$ cat config.mk
export PLATFORM = sky130hd
export DESIGN_NAME = regfile_writeback
export DESIGN_NICKNAME = d
export VERILOG_FILES = /design/src/rtl/regfile_writeback.sv
export SDC_FILE = /design/constraint.sdc
export NUM_CORES = 1
export LEC_CHECK = 0
export CORE_MARGIN = 5
export CORE_UTILIZATION = 50
export CTS_BUF_LIST = sky130_fd_sc_hd__clkbuf_2 sky130_fd_sc_hd__clkbuf_4 sky130_fd_sc_hd__clkbuf_8
export CTS_CLUSTER_DIAMETER = 150
export CTS_CLUSTER_SIZE = 25
export DETAILED_ROUTE_END_ITERATION = 12
export PLACE_DENSITY = 0.8
export REMOVE_ABC_BUFFERS = 1
export SYNTH_ARGS = -nofsm -noshare
export SYNTH_HDL_FRONTEND = slang
export SYNTH_SLANG_ARGS = --single-unit
$ cat constraint.sdc
create_clock -name clk -period 2.8 [get_ports clk]
set_input_delay 0.56 -clock clk [delete_from_list [all_inputs] [get_ports clk]]
set_output_delay 0.56 -clock clk [all_outputs]
set_load 0.005 [all_outputs]
$ cat src/rtl/regfile_writeback.sv
// Register file write-port arbiter: merges in-order pipeline results with buffered
// long-latency LSU results, tracks busy destinations and forwards the committing write.
module regfile_writeback #(
  parameter int unsigned XLEN           = 32,
  parameter int unsigned REG_ADDR_WIDTH = 5,
  parameter int unsigned REG_COUNT      = 32,
  parameter int unsigned FIFO_DEPTH     = 2,
  parameter int unsigned STARVE_LIMIT   = 4
) (
  input  logic                      clk,
  input  logic                      aresetn,
  input  logic                      pipe_valid,
  input  logic [REG_ADDR_WIDTH-1:0] pipe_rd,
  input  logic [XLEN-1:0]           pipe_data,
  output logic                      pipe_stall,
  input  logic                      lsu_valid,
  output logic                      lsu_ready,
  input  logic [REG_ADDR_WIDTH-1:0] lsu_rd,
  input  logic [XLEN-1:0]           lsu_data,
  input  logic                      issue_valid,
  input  logic [REG_ADDR_WIDTH-1:0] issue_rd,
  input  logic [REG_ADDR_WIDTH-1:0] rs1_addr,
  input  logic [REG_ADDR_WIDTH-1:0] rs2_addr,
  output logic                      rs1_busy,
  output logic                      rs2_busy,
  output logic                      rs1_fwd,
  output logic                      rs2_fwd,
  output logic [XLEN-1:0]           fwd_data,
  output logic                      wr_en,
  output logic [REG_ADDR_WIDTH-1:0] wr_addr,
  output logic [XLEN-1:0]           wdata
);

  localparam int unsigned PTR_W = (FIFO_DEPTH > 1) ? $clog2(FIFO_DEPTH) : 1;
  localparam int unsigned CNT_W = $clog2(FIFO_DEPTH + 1);
  localparam int unsigned STV_W = $clog2(STARVE_LIMIT + 1);

  logic [REG_ADDR_WIDTH-1:0] fifo_rd   [FIFO_DEPTH];
  logic [XLEN-1:0]           fifo_data [FIFO_DEPTH];
  logic [PTR_W-1:0]          wr_ptr;
  logic [PTR_W-1:0]          rd_ptr;
  logic [CNT_W-1:0]          count;
  logic [STV_W-1:0]          starve_cnt;
  logic [REG_COUNT-1:0]      busy;
  logic [REG_COUNT-1:0]      busy_set;
  logic [REG_COUNT-1:0]      busy_clr;
  logic                      fifo_empty;
  logic                      fifo_full;
  logic                      push;
  logic                      pop;
  logic [REG_ADDR_WIDTH-1:0] head_rd;
  logic [XLEN-1:0]           head_data;

  assign fifo_empty = (count == '0);
  assign fifo_full  = (count == CNT_W'(FIFO_DEPTH));
  assign lsu_ready  = aresetn & ~fifo_full;
  assign push       = lsu_valid & lsu_ready;
  assign pipe_stall = (starve_cnt == STV_W'(STARVE_LIMIT));
  // A starved head preempts the pipe; otherwise the FIFO only drains into idle pipe slots.
  assign pop        = ~fifo_empty & (pipe_stall | ~pipe_valid);
  assign head_rd    = fifo_rd[rd_ptr];
  assign head_data  = fifo_data[rd_ptr];

  assign rs1_busy = (rs1_addr != '0) & busy[rs1_addr];
  assign rs2_busy = (rs2_addr != '0) & busy[rs2_addr];
  assign rs1_fwd  = wr_en & (rs1_addr == wr_addr) & (rs1_addr != '0);
  assign rs2_fwd  = wr_en & (rs2_addr == wr_addr) & (rs2_addr != '0);
  assign fwd_data = wdata;

  always_comb begin
    busy_set = '0;
    busy_clr = '0;
    if (issue_valid && (issue_rd != '0)) busy_set = REG_COUNT'(1) << issue_rd;
    if (pop) busy_clr = REG_COUNT'(1) << head_rd;
  end

  // Storage has no reset; occupancy is governed entirely by count and the pointers.
  always_ff @(posedge clk) begin
    if (push) begin
      fifo_rd[wr_ptr]   <= lsu_rd;
      fifo_data[wr_ptr] <= lsu_data;
    end
  end

  always_ff @(posedge clk or negedge aresetn) begin
    if (!aresetn) begin
      wr_ptr     <= '0;
      rd_ptr     <= '0;
      count      <= '0;
      starve_cnt <= '0;
      busy       <= '0;
      wr_en      <= 1'b0;
      wr_addr    <= '0;
      wdata      <= '0;
    end else begin
      if (push) wr_ptr <= wr_ptr + PTR_W'(1);
      if (pop)  rd_ptr <= rd_ptr + PTR_W'(1);

      case ({push, pop})
        2'b10:   count <= count + CNT_W'(1);
        2'b01:   count <= count - CNT_W'(1);
        default: count <= count;
      endcase

      if (fifo_empty || pop)
        starve_cnt <= '0;
      else if (starve_cnt != STV_W'(STARVE_LIMIT))
        starve_cnt <= starve_cnt + STV_W'(1);

      busy <= (busy & ~busy_clr) | busy_set;

      if (pop) begin
        wr_en   <= (head_rd != '0);
        wr_addr <= head_rd;
        wdata   <= head_data;
      end else if (pipe_valid) begin
        wr_en   <= (pipe_rd != '0);
        wr_addr <= pipe_rd;
        wdata   <= pipe_data;
      end else begin
        wr_en   <= 1'b0;
      end
    end
  end

endmodule

Word level (Yosys, flattened, before mapping)
Memories as Yosys holds them, arrays and structs flattened.
Cells that the tools add are included.
Storage, ports and cells
  bits in registers: 77
  latch bits: 0
  RAM bits: 74
  memory bits (read-only): 0
  input bits: 94
  output and inout port bits: 76
  logic and storage cells: 70
  memories kept: 2
Operators by class
  add/sub/neg operators: 5
  multipliers: 0
  divide/modulo/power cells: 0
  order comparisons: 2
  equal/unequal tests: 7
  shift-type cells: 2
  multiplexer cells: 17
  bitwise gates (word level): 16
  reductions and logical operators: 11
Memories
  fifo_data: depth 2, bits a word 32, read ports 1, clocked after Yosys merged registers in 0, write ports 1, line 39  | logic [XLEN-1:0] fifo_data [FIFO_DEPTH];
  fifo_rd: depth 2, bits a word 5, read ports 1, clocked after Yosys merged registers in 0, write ports 1, line 38  | logic [REG_ADDR_WIDTH-1:0] fifo_rd [FIFO_DEPTH];
Operator list (number)
  $mux W32: 4
  $shl A1 B5 Y32 const A: 2
  $and A32 B32 Y32: 1
  $not A32 Y32: 1
  $or A32 B32 Y32: 1
  $reduce_bool A5 Y1: 5
  $lt A5 B6 Y1 const B: 2
  $bmux W1 S5: 2
  $eq A5 B5 Y1: 2
  $mux W5: 2
  $and A1 B1 Y1: 9
  $mux W1: 6
  $mux W3: 2
  $reduce_bool A2 Y1: 3
  $eq A2 B2 Y1 const B: 2
  $pmux W2 S2: 1
  $add A3 B1 Y3 const B: 1
  $eq A3 B3 Y1 const B: 1
  $ne A3 B3 Y1 const B: 1
  $not A1 Y1: 3
  $add A1 B1 Y1 const B: 2
  $add A2 B1 Y2 const B: 1
  $eq A2 B1 Y1 const B: 1
  $logic_not A2 Y1: 1
  other kinds (4): 4

Logic depth before layout (Yosys ltp)
Gate-level depths: netlist (run 1).
  depth in word-level cells: 7
  depth in mapped cells: 8
  depth with buffers taken out: 6

Worst setup path after synthesis (run 1)
OpenSTA, ideal clock, no wires.
  path type: in2reg
  start point: input aresetn
  end point: memory fifo_data[0][0] (enable)
  setup time: 0.431 ns
  arrival time: 2.304 ns
  data required time: 2.369 ns
  setup slack: 0.064 ns
  cell stages on the path: 2
  path buffers: 0
  cells stage by stage: o211ai_1 -> nor2_1
Between the ends
  cells in the longest elaborated chain, start to end: 4
RTL lines
  start, declared: line 11  | input logic aresetn,
  $and A1 B1 Y1: line 56  | assign lsu_ready = aresetn & ~fifo_full;
  $and A1 B1 Y1: line 57  | assign push = lsu_valid & lsu_ready;
  $mux W1: line 79  | if (push) begin
  $mux W1 (implied by the code): line 81  | fifo_data[wr_ptr] <= lsu_data;
  end, declared: line 39
No other way between the ends.

Worst setup path in the final report (run 1)
  start point: input rs2_addr[0]
  end point: output rs2_fwd
Between the ends
  cells in the longest elaborated chain, start to end: 3
  elaborated cells between the ends (all ways): 4
  classes of those cells: 1 x eq/ne; 2 x bitwise; 1 x reduce/logical
RTL lines
  start, declared: line 23  | input logic [REG_ADDR_WIDTH-1:0] rs2_addr,
  $eq A5 B5 Y1: line 67  | assign rs2_fwd = wr_en & (rs2_addr == wr_addr) & (rs2_addr != '0);
  $and A1 B1 Y1: line 67
  $and A1 B1 Y1 *: line 67
  end, declared: line 27  | output logic rs2_fwd,
Mark *: on every way between the ends. The rest lies on a longest branch, timed or not.

==> metrics.csv, run 1 <==
stage,metric,value,unit
power,p_comb_share,36.7,%
clock_network,htree_num_levels,4,
clock_network,cts.sinks,151,
yosys,avgSynthCellArea,12.0,sq um
power,power.internal,5930,uW
global_routing,grt_pass1_vias,5755,
yosys,synthSimpleGateAreaFrac,11.9,%
cells_and_area,syn2layout_area_growth,32.1,%
critical_path,path_class,in2out,
yosys,synth-async-reset-ratio,51.0,%
cells_and_area,design_area,9440,sq um
critical_path,r2r_cells,4,
floorplan,ios,170,
critical_path,crit_path_top_delay_cell,or4_4,
placed_design,dp_hpwl,13.7,mm
critical_path,timing.critical_path.mode_cell,buf_4,
yosys,synthAdderAreaFrac,0.350,%
critical_path,crit_buf_inv,5,
power,p_leak,0.00348,uW
clock_network,numCtsBuffers,17,
placed_design,io_buffers,169,
detailed_routing,ant_nets,0,
detailed_routing,routed-wl-met2,9.37,mm
floorplan,dieHeight,130,um
cells_and_area,final_core_util,67.8,%
sta,slew_violations,0,
cells_and_area,final_cell_count_no_fill,945,
detailed_routing,first_iter_violations,462,
status,status,finished clean,
critical_path,crit_chain,dlygate4sd2_1 > buf_6 > buf_4 > or4_4 > nor2_4 > buf_4 > nor4_2 > clkdlybuf4s15_1,
critical_path,critical-path-top-delay-family,buffers and inverters,
power,p_seq_share,42.3,%
floorplan,rows,43,
power,swShare,32.9,%
placed_design,routabilityCongestion,0.932,
critical_path,worstPathRequired,2.24,ns
detailed_routing,drc,0,
critical_path,path_max_fanout,6,
detailed_routing,drt-total-wl,18.8,mm
global_routing,antenna_found_initial,1,
yosys,synth-edff-count,74,
global_routing,grt_use_total,23.1,%
cells_and_area,nets,848,
global_routing,grt-ovfl-total,0,
cells_and_area,fill_cells,1022,
detailed_routing,wl_met3,1.47,mm
yosys,ys_warn_count,0,
detailed_routing,vias,5494,
yosys,yosys.area.top_type,edfxtp_1,
detailed_routing,wire_per_inst,19.9,um
sta,fin_crit,2.65,ns
sta,max_freq,377,MHz
sta,hold-worst-slack,0.150,ns
global_routing,grt_start_max_net_pins,65,
clock_network,clk_latency,0.44,ns
sta,hold_violations,0,
clock_network,clk_pin_slew,0.08,ns
critical_path,crit_path_end_kind,output pin,
worst_hold_path,hold_path.class,in2async,
detailed_routing,topRoutingLayerUsed,met5,
detailed_routing,drt_pass1_iterations,5,
critical_path,arrival,2.09,ns
clock_network,cts_tree,yes,
placed_design,placed_cells,911,
detailed_routing,via_per_inst,5.81,
clock_network,holdBufCountCts,0,
yosys,synth_top_family_by_area,compound AO/OA/AOI/OAI gates,
floorplan,start_util,51.3,%
cells_and_area,final_layout_size_suffix_gt1_share,14.1,%
floorplan,die_area,16800,sq um
yosys,synth_area,7150,sq um
placed_design,dpl-instance-area,8950,sq um
yosys,netlist.area_leader.share,31.1,%
global_routing,grt_first_pass_wirelength,29.9,mm
floorplan,core,13900,sq um
yosys,synthXorXnorAreaFrac,1.84,%
sta,worst_pin_slew,0.767,ns
yosys,yosysUniqueCellTypes,52,
yosys,seq_area_frac_synth,58.0,%
sta,period_share,94.7,%
yosys,syn-instance-count,594,
clock_network,cts-root-buf,clkbuf_8,
yosys,synth_mux_area_share,6.63,%
power,peakVddDrop,648,uV
clock_network,clockBufferDepth,2,
power,total_power,8840,uW
yosys,synth-compound-area-share,15.0,%
critical_path,start_kind,input port,
run,cap_violations,0,
power,p_per_area,936,nW/um^2
power,p_clk_share,21.0,%
sta,skew,0.00763,ns
yosys,ys_seq_elements,151,
yosys,synth.top_cells.by_area,"edfxtp_1 31%, dfrtp_1 27%, o21ai_0 4.3%, buf_4 4.1%, o31ai_1 3.7%",
cells_and_area,antennaDiodeCount,0,
yosys,ys.flop_type,dfrtp_1,
critical_path,crit_cells,8,
sta,setup_violations,0,
sta,rsz0062_at_grt,no,
power,power.net_switching,2910,uW
sta,relSlewSlack,48.9,%
detailed_routing,wl_met1,7.55,mm
floorplan,die_w,130,um
critical_path,slowest_delay,0.54,ns
## stage by stage
step	setup slack (ns)	setup TNS (ns)
after floorplan	0.0645	0
after global placement	-0.513	-1.39
after detailed placement	-0.572	-1.53
after CTS	0.000824	0
after global routing	0.0717	0
final	0.148	0
## worst paths after layout
check	startpoint	end	slack, ns
worst max-delay path	rs2_addr[0]	rs2_fwd	0.15
max in group asynchronous	aresetn	rd_ptr	1.55
worst max register to register	rd_ptr	busy[13]	0.67
worst min register to register	starve_cnt[0]	starve_cnt[0]	0.49
worst min-delay path	aresetn	wr_addr[4]	0.15
min in group clk	starve_cnt[0]	starve_cnt[0]	0.49
## state kept, by name, indices dropped and copies added, names as in the netlist, 2 cells and up
signal	cells
fifo_data	64
count	2
fifo_rd	10
fwd_data	32
wr_addr	5
busy	32
starve_cnt	3
## cells in the final DEF (no fill, tap or decap), types with 4 or more instances in the layout
cell / n
buf_12: 4
edfxtp_1: 74
xor2_1: 4
o21ai_0: 62
clkbuf_8: 17
inv_1: 9
o31ai_1: 34
xnor2_1: 11
nor2_1: 42
nor2b_1: 35
clkinv_2: 4
nand2b_1: 5
buf_4: 28
nand3b_1: 4
clkdlybuf4s50_1: 158
bufinv_16: 5
or2_2: 6
nor3b_1: 4
nand2_1: 43
a211oi_1: 34
mux2_2: 6
and3_1: 4
mux4_2: 11
dfrtp_1: 76
o2111ai_1: 8
mux2i_1: 8
## worst register-to-register path: stages, from the launching register on
cell       delay (ns)
dfrtp_2          0.87
mux2i_1          0.44
o2111ai_1        0.34
o21ai_0          0.27
o21ai_0          0.11
## power groups by stage
stage / clock (uW) / sequential (uW) / combinational [uW]
after floorplan: 0 / 3620 / 1380
after global placement: 0 / 3710 / 3170
after detailed placement: 0 / 3750 / 3250
after CTS: 1890 / 3720 / 3270
after global routing: 1990 / 3810 / 3540
final: 1860 / 3740 / 3240
## cell families (layout without fill, tap and decap cells)
group,count (synthesis),after routing
compound gates,157,157
xor+xnor,15,15
fa+ha+maj,2,2
buf+inv,73,244
flops,151,151
mux,28,28
simple gates,168,168
## cell usage after synthesis, drive strengths merged (3+ instances only)
master	instances
mux2	6
edfxtp	74
mux4	14
xnor2	11
dfrtp	77
nor3b	4
nand2b	5
nor4	3
and3b	3
nor3	3
buf	58
a211oi	34
o31ai	35
nor2b	35
and3	5
nand3	3
nand2	44
nor2	47
o2111ai	8
clkbuf	6
xor2	4
o211ai	3
or2	6
o21ai	62
mux2i	8
nand3b	4
inv	9
## routing by layer
metal | track usage (%) | up-vias
met2 | 37.9 | 228
met1 | 29.1 | 2733
met3 | 6.76 | 43
met4 | 8.86 | 2
met5 | 0 | -
li1 | - | 2488
## repair_timing
item,in CTS,in global routing
setup endpoints to repair,4,4
setup buffers,1,1
pin swaps,6,4
gates resized for setup,22,7
endpoints found under the hold margin,0,0
## area by class of cell
cell class | count | area [sq um] | share of cell area, %
clock buffers | 18 | 241 | 2.56
multi-input cells | 370 | 2590 | 27.4
repair buffers | 203 | 2000 | 21.2
clock inverters | 14 | 205 | 2.17
well taps | 180 | 225 | 2.39
flip-flops and latches | 151 | 4150 | 44.0
inverters | 9 | 33.8 | 0.358
No activity file was read; power rests on OpenSTA's default activity.
==> run 2: changes to the inputs <==
--- a/config.mk
+++ b/config.mk
@@ -7,7 +7,7 @@
 export LEC_CHECK = 0
 export CORE_MARGIN = 5
 export CORE_UTILIZATION = 50
-export CTS_BUF_LIST = sky130_fd_sc_hd__clkbuf_2 sky130_fd_sc_hd__clkbuf_4 sky130_fd_sc_hd__clkbuf_8
+export CTS_BUF_LIST = sky130_fd_sc_hd__clkbuf_2
 export CTS_CLUSTER_DIAMETER = 150
 export CTS_CLUSTER_SIZE = 25
 export DETAILED_ROUTE_END_ITERATION = 12
==> run 2 against run 1 <==
  * Non-clock buffer count up 9
  * Flip-flop and latch count unchanged
  * Global-route usage shrank 0.30 points
  * Combinational power increased by 3%
  * Die area stayed put
  * Sequential power hardly changed
  * The run now ends with negative setup slack left
  * Count of clock-buffer cells in the layout stayed put
  * Utilization decreased by 0.64 points
  * Cell area fell by 0.94%
  * First-iteration DRC count fell by 23%
  * Setup slack got worse by 0.24 ns
==> metrics.csv, run 2 (same netlist as run 1, synthesis figures left out) <==
stage,metric,value,unit,change
clock_network,cts_tree,yes,,
cells_and_area,final_cell_mix,"161 x clkdlybuf4s50_1, 76 x dfrtp_1, 74 x edfxtp_1",,
floorplan,die_w,130,um,unchanged
critical_path,r2r_cells,4,,unchanged
critical_path,crit_end,rs2_busy,,
sta,setup_violations,2,,+2
global_routing,grt_start_max_net_pins,65,,unchanged
placed_design,placed_cells,911,,unchanged
global_routing,grt-ovfl-total,0,,unchanged
clock_network,numCtsBuffers,17,,unchanged
cells_and_area,multi_input_area,2590,sq um,about the same
power,p_per_area,904,nW/um^2,-3.4%
power,total_power,8460,uW,-4.3%
power,peakVddDrop,571,uV,-12%
floorplan,rows,43,,unchanged
global_routing,antenna_found_initial,1,,unchanged
cells_and_area,fill_cells,1054,,+3.1%
placed_design,io_buffers,169,,unchanged
worst_hold_path,hold_path.class,in2async,,
clock_network,clk_pin_slew,0.21,ns,+0.13 ns
floorplan,dieHeight,130,um,unchanged
cells_and_area,layout_commonest_cell,clkdlybuf4s50_1,,
critical_path,worstPathRequired,2.24,ns,about the same
sta,relSlewSlack,50.1,%,+1.2 points
floorplan,ios,170,,unchanged
detailed_routing,wire_per_inst,19.6,um,-1.4%
detailed_routing,first_iter_violations,358,,-23%
critical_path,critical_path.startpoint,busy[0],,
global_routing,grt_use_total,22.8,%,-0.30 points
critical_path,r2r_start,rd_ptr,,
critical_path,crit_chain,buf_4 > mux4_2 > nor2_2 > nor2_1 > o311a_1 > buf_2,,
critical_path,arrival,2.33,ns,+0.24 ns
clock_network,htree_num_levels,4,,unchanged
critical_path,start_kind,register,,
critical_path,reg2reg_to,busy[1],,
detailed_routing,drt-total-wl,18.7,mm,-0.51%
clock_network,clk_latency,0.71,ns,+0.27 ns
sta,max_freq,346,MHz,-8.3%
detailed_routing,vias,5526,,+0.58%
power,p_leak,0.00346,uW,-0.73%
sta,rsz0062_at_grt,yes,,
detailed_routing,drc,0,,unchanged
placed_design,routabilityCongestion,0.932,,unchanged
critical_path,crit_cells,6,,-2
critical_path,slowest_delay,0.46,ns,-0.08 ns
detailed_routing,via_per_inst,5.79,,-0.37%
cells_and_area,largest_reg_flops,64,,unchanged
sta,period_share,103,%,+8.6 points
clock_network,clockBufferDepth,2,,unchanged
sta,hold-worst-slack,0.377,ns,+0.227 ns
critical_path,critical-path-top-delay-family,multiplexers,,
sta,slew_violations,0,,unchanged
sta,skew,0.0263,ns,+0.0187 ns
placed_design,dp_hpwl,13.7,mm,unchanged
floorplan,core,13900,sq um,unchanged
sta,fin_crit,2.89,ns,+0.241 ns
critical_path,crit_path_end_kind,output pin,,
cells_and_area,final_cell_count_no_fill,954,,+0.95%
critical_path,crit_buf_inv,2,,-3
status,violations,negative setup slack,,
critical_path,rrSetupSlack,0.68,ns,about the same
sta,worst_pin_slew,0.748,ns,-0.0187 ns
run,cap_violations,0,,unchanged
critical_path,path_max_fanout,2,,-4
clock_network,cts.sinks,151,,unchanged
floorplan,start_util,51.3,%,unchanged
critical_path,crit_path_top_delay_cell,mux4_2,,
clock_network,cts-root-buf,clkbuf_2,,
placed_design,dpl-instance-area,8950,sq um,unchanged
status,status,"complete, but fails checks",,
sta,fin_ws,-0.0933,ns,-0.241 ns
critical_path,path_class,reg2out,,
cells_and_area,syn2layout_area_growth,30.9,%,
cells_and_area,largest-register,fifo_data,,
cells_and_area,final_layout_size_suffix_gt1_share,15.0,%,+0.87 points
global_routing,grt_pass1_vias,5699,,-0.97%
cells_and_area,regArea,4150,sq um,unchanged
sta,hold_violations,0,,unchanged
detailed_routing,drt_pass1_iterations,5,,unchanged
global_routing,grt_first_pass_wirelength,29.5,mm,-1.3%
detailed_routing,ant_nets,0,,unchanged
cells_and_area,nets,857,,+1.1%
cells_and_area,design_area,9350,sq um,-0.94%
cells_and_area,antennaDiodeCount,0,,unchanged
floorplan,die_area,16800,sq um,unchanged
run 2: what timing repair did:
| action | in CTS | in global routing |
|---|---|---|
| gates resized for setup | 19 | 6 |
| hold buffers | 1 | 0 |
| endpoints found under the setup margin | 4 | 5 |
| pin swaps | 5 | 2 |
| hold endpoints to repair | 23 | 0 |
| buffers inserted | 8 | 2 |
run 2: worst min-delay path: stages:
cell and delay (ns):
dlygate4sd3_1 0.52, buf_4 0.13, buf_4 0.32
run 2: metrics by stage:
stage | setup WS [ns] | TNS [ns] | util (%)
global route | -0.232 | -0.453 | 67.1
finish | -0.0933 | -0.173 | 67.1
detailed placement | -0.572 | -1.53 | 64.2
floorplan | 0.0645 | 0 | -
CTS | -0.204 | -0.411 | 66.8
global placement | -0.513 | -1.39 | 64.2
run 2: cell type report:
| cell class | instances | share of cell area [%] |
|---|---|---|
| Tap cell | 180 | 2.41 |
| Timing Repair Buffer | 212 | 22.0 |
| Multi-Input combinational cell | 370 | 27.7 |
| Inverter | 9 | 0.361 |
| Clock inverter | 14 | 2.19 |
| Sequential cell | 151 | 44.4 |
| Clock buffer | 18 | 0.963 |
run 2: where the power goes:
group          internal (uW)  total, uW  switching [uW]
sequential              3020       3710             685
clock                    672       1430             757
combinational           1900       3330            1430
run 2: layer usage:
layer	track usage, %	wire length [um]
met4	7.76	350
met3	6.80	1620
met1	29.0	7390
met5	0	7
met2	37.5	9370
run 2: worst min-delay path by stage:
stage,depth (start not counted),to,from,slack (ns)
after floorplan,0,busy[0],aresetn,0.26
after global placement,1,starve_cnt[0],starve_cnt[0],0.45
after detailed placement,1,starve_cnt[0],starve_cnt[0],0.49
after CTS,3,wr_addr[0],aresetn,0.30
after global routing,3,starve_cnt[0],aresetn,0.35
final,3,wr_addr[4],aresetn,0.38
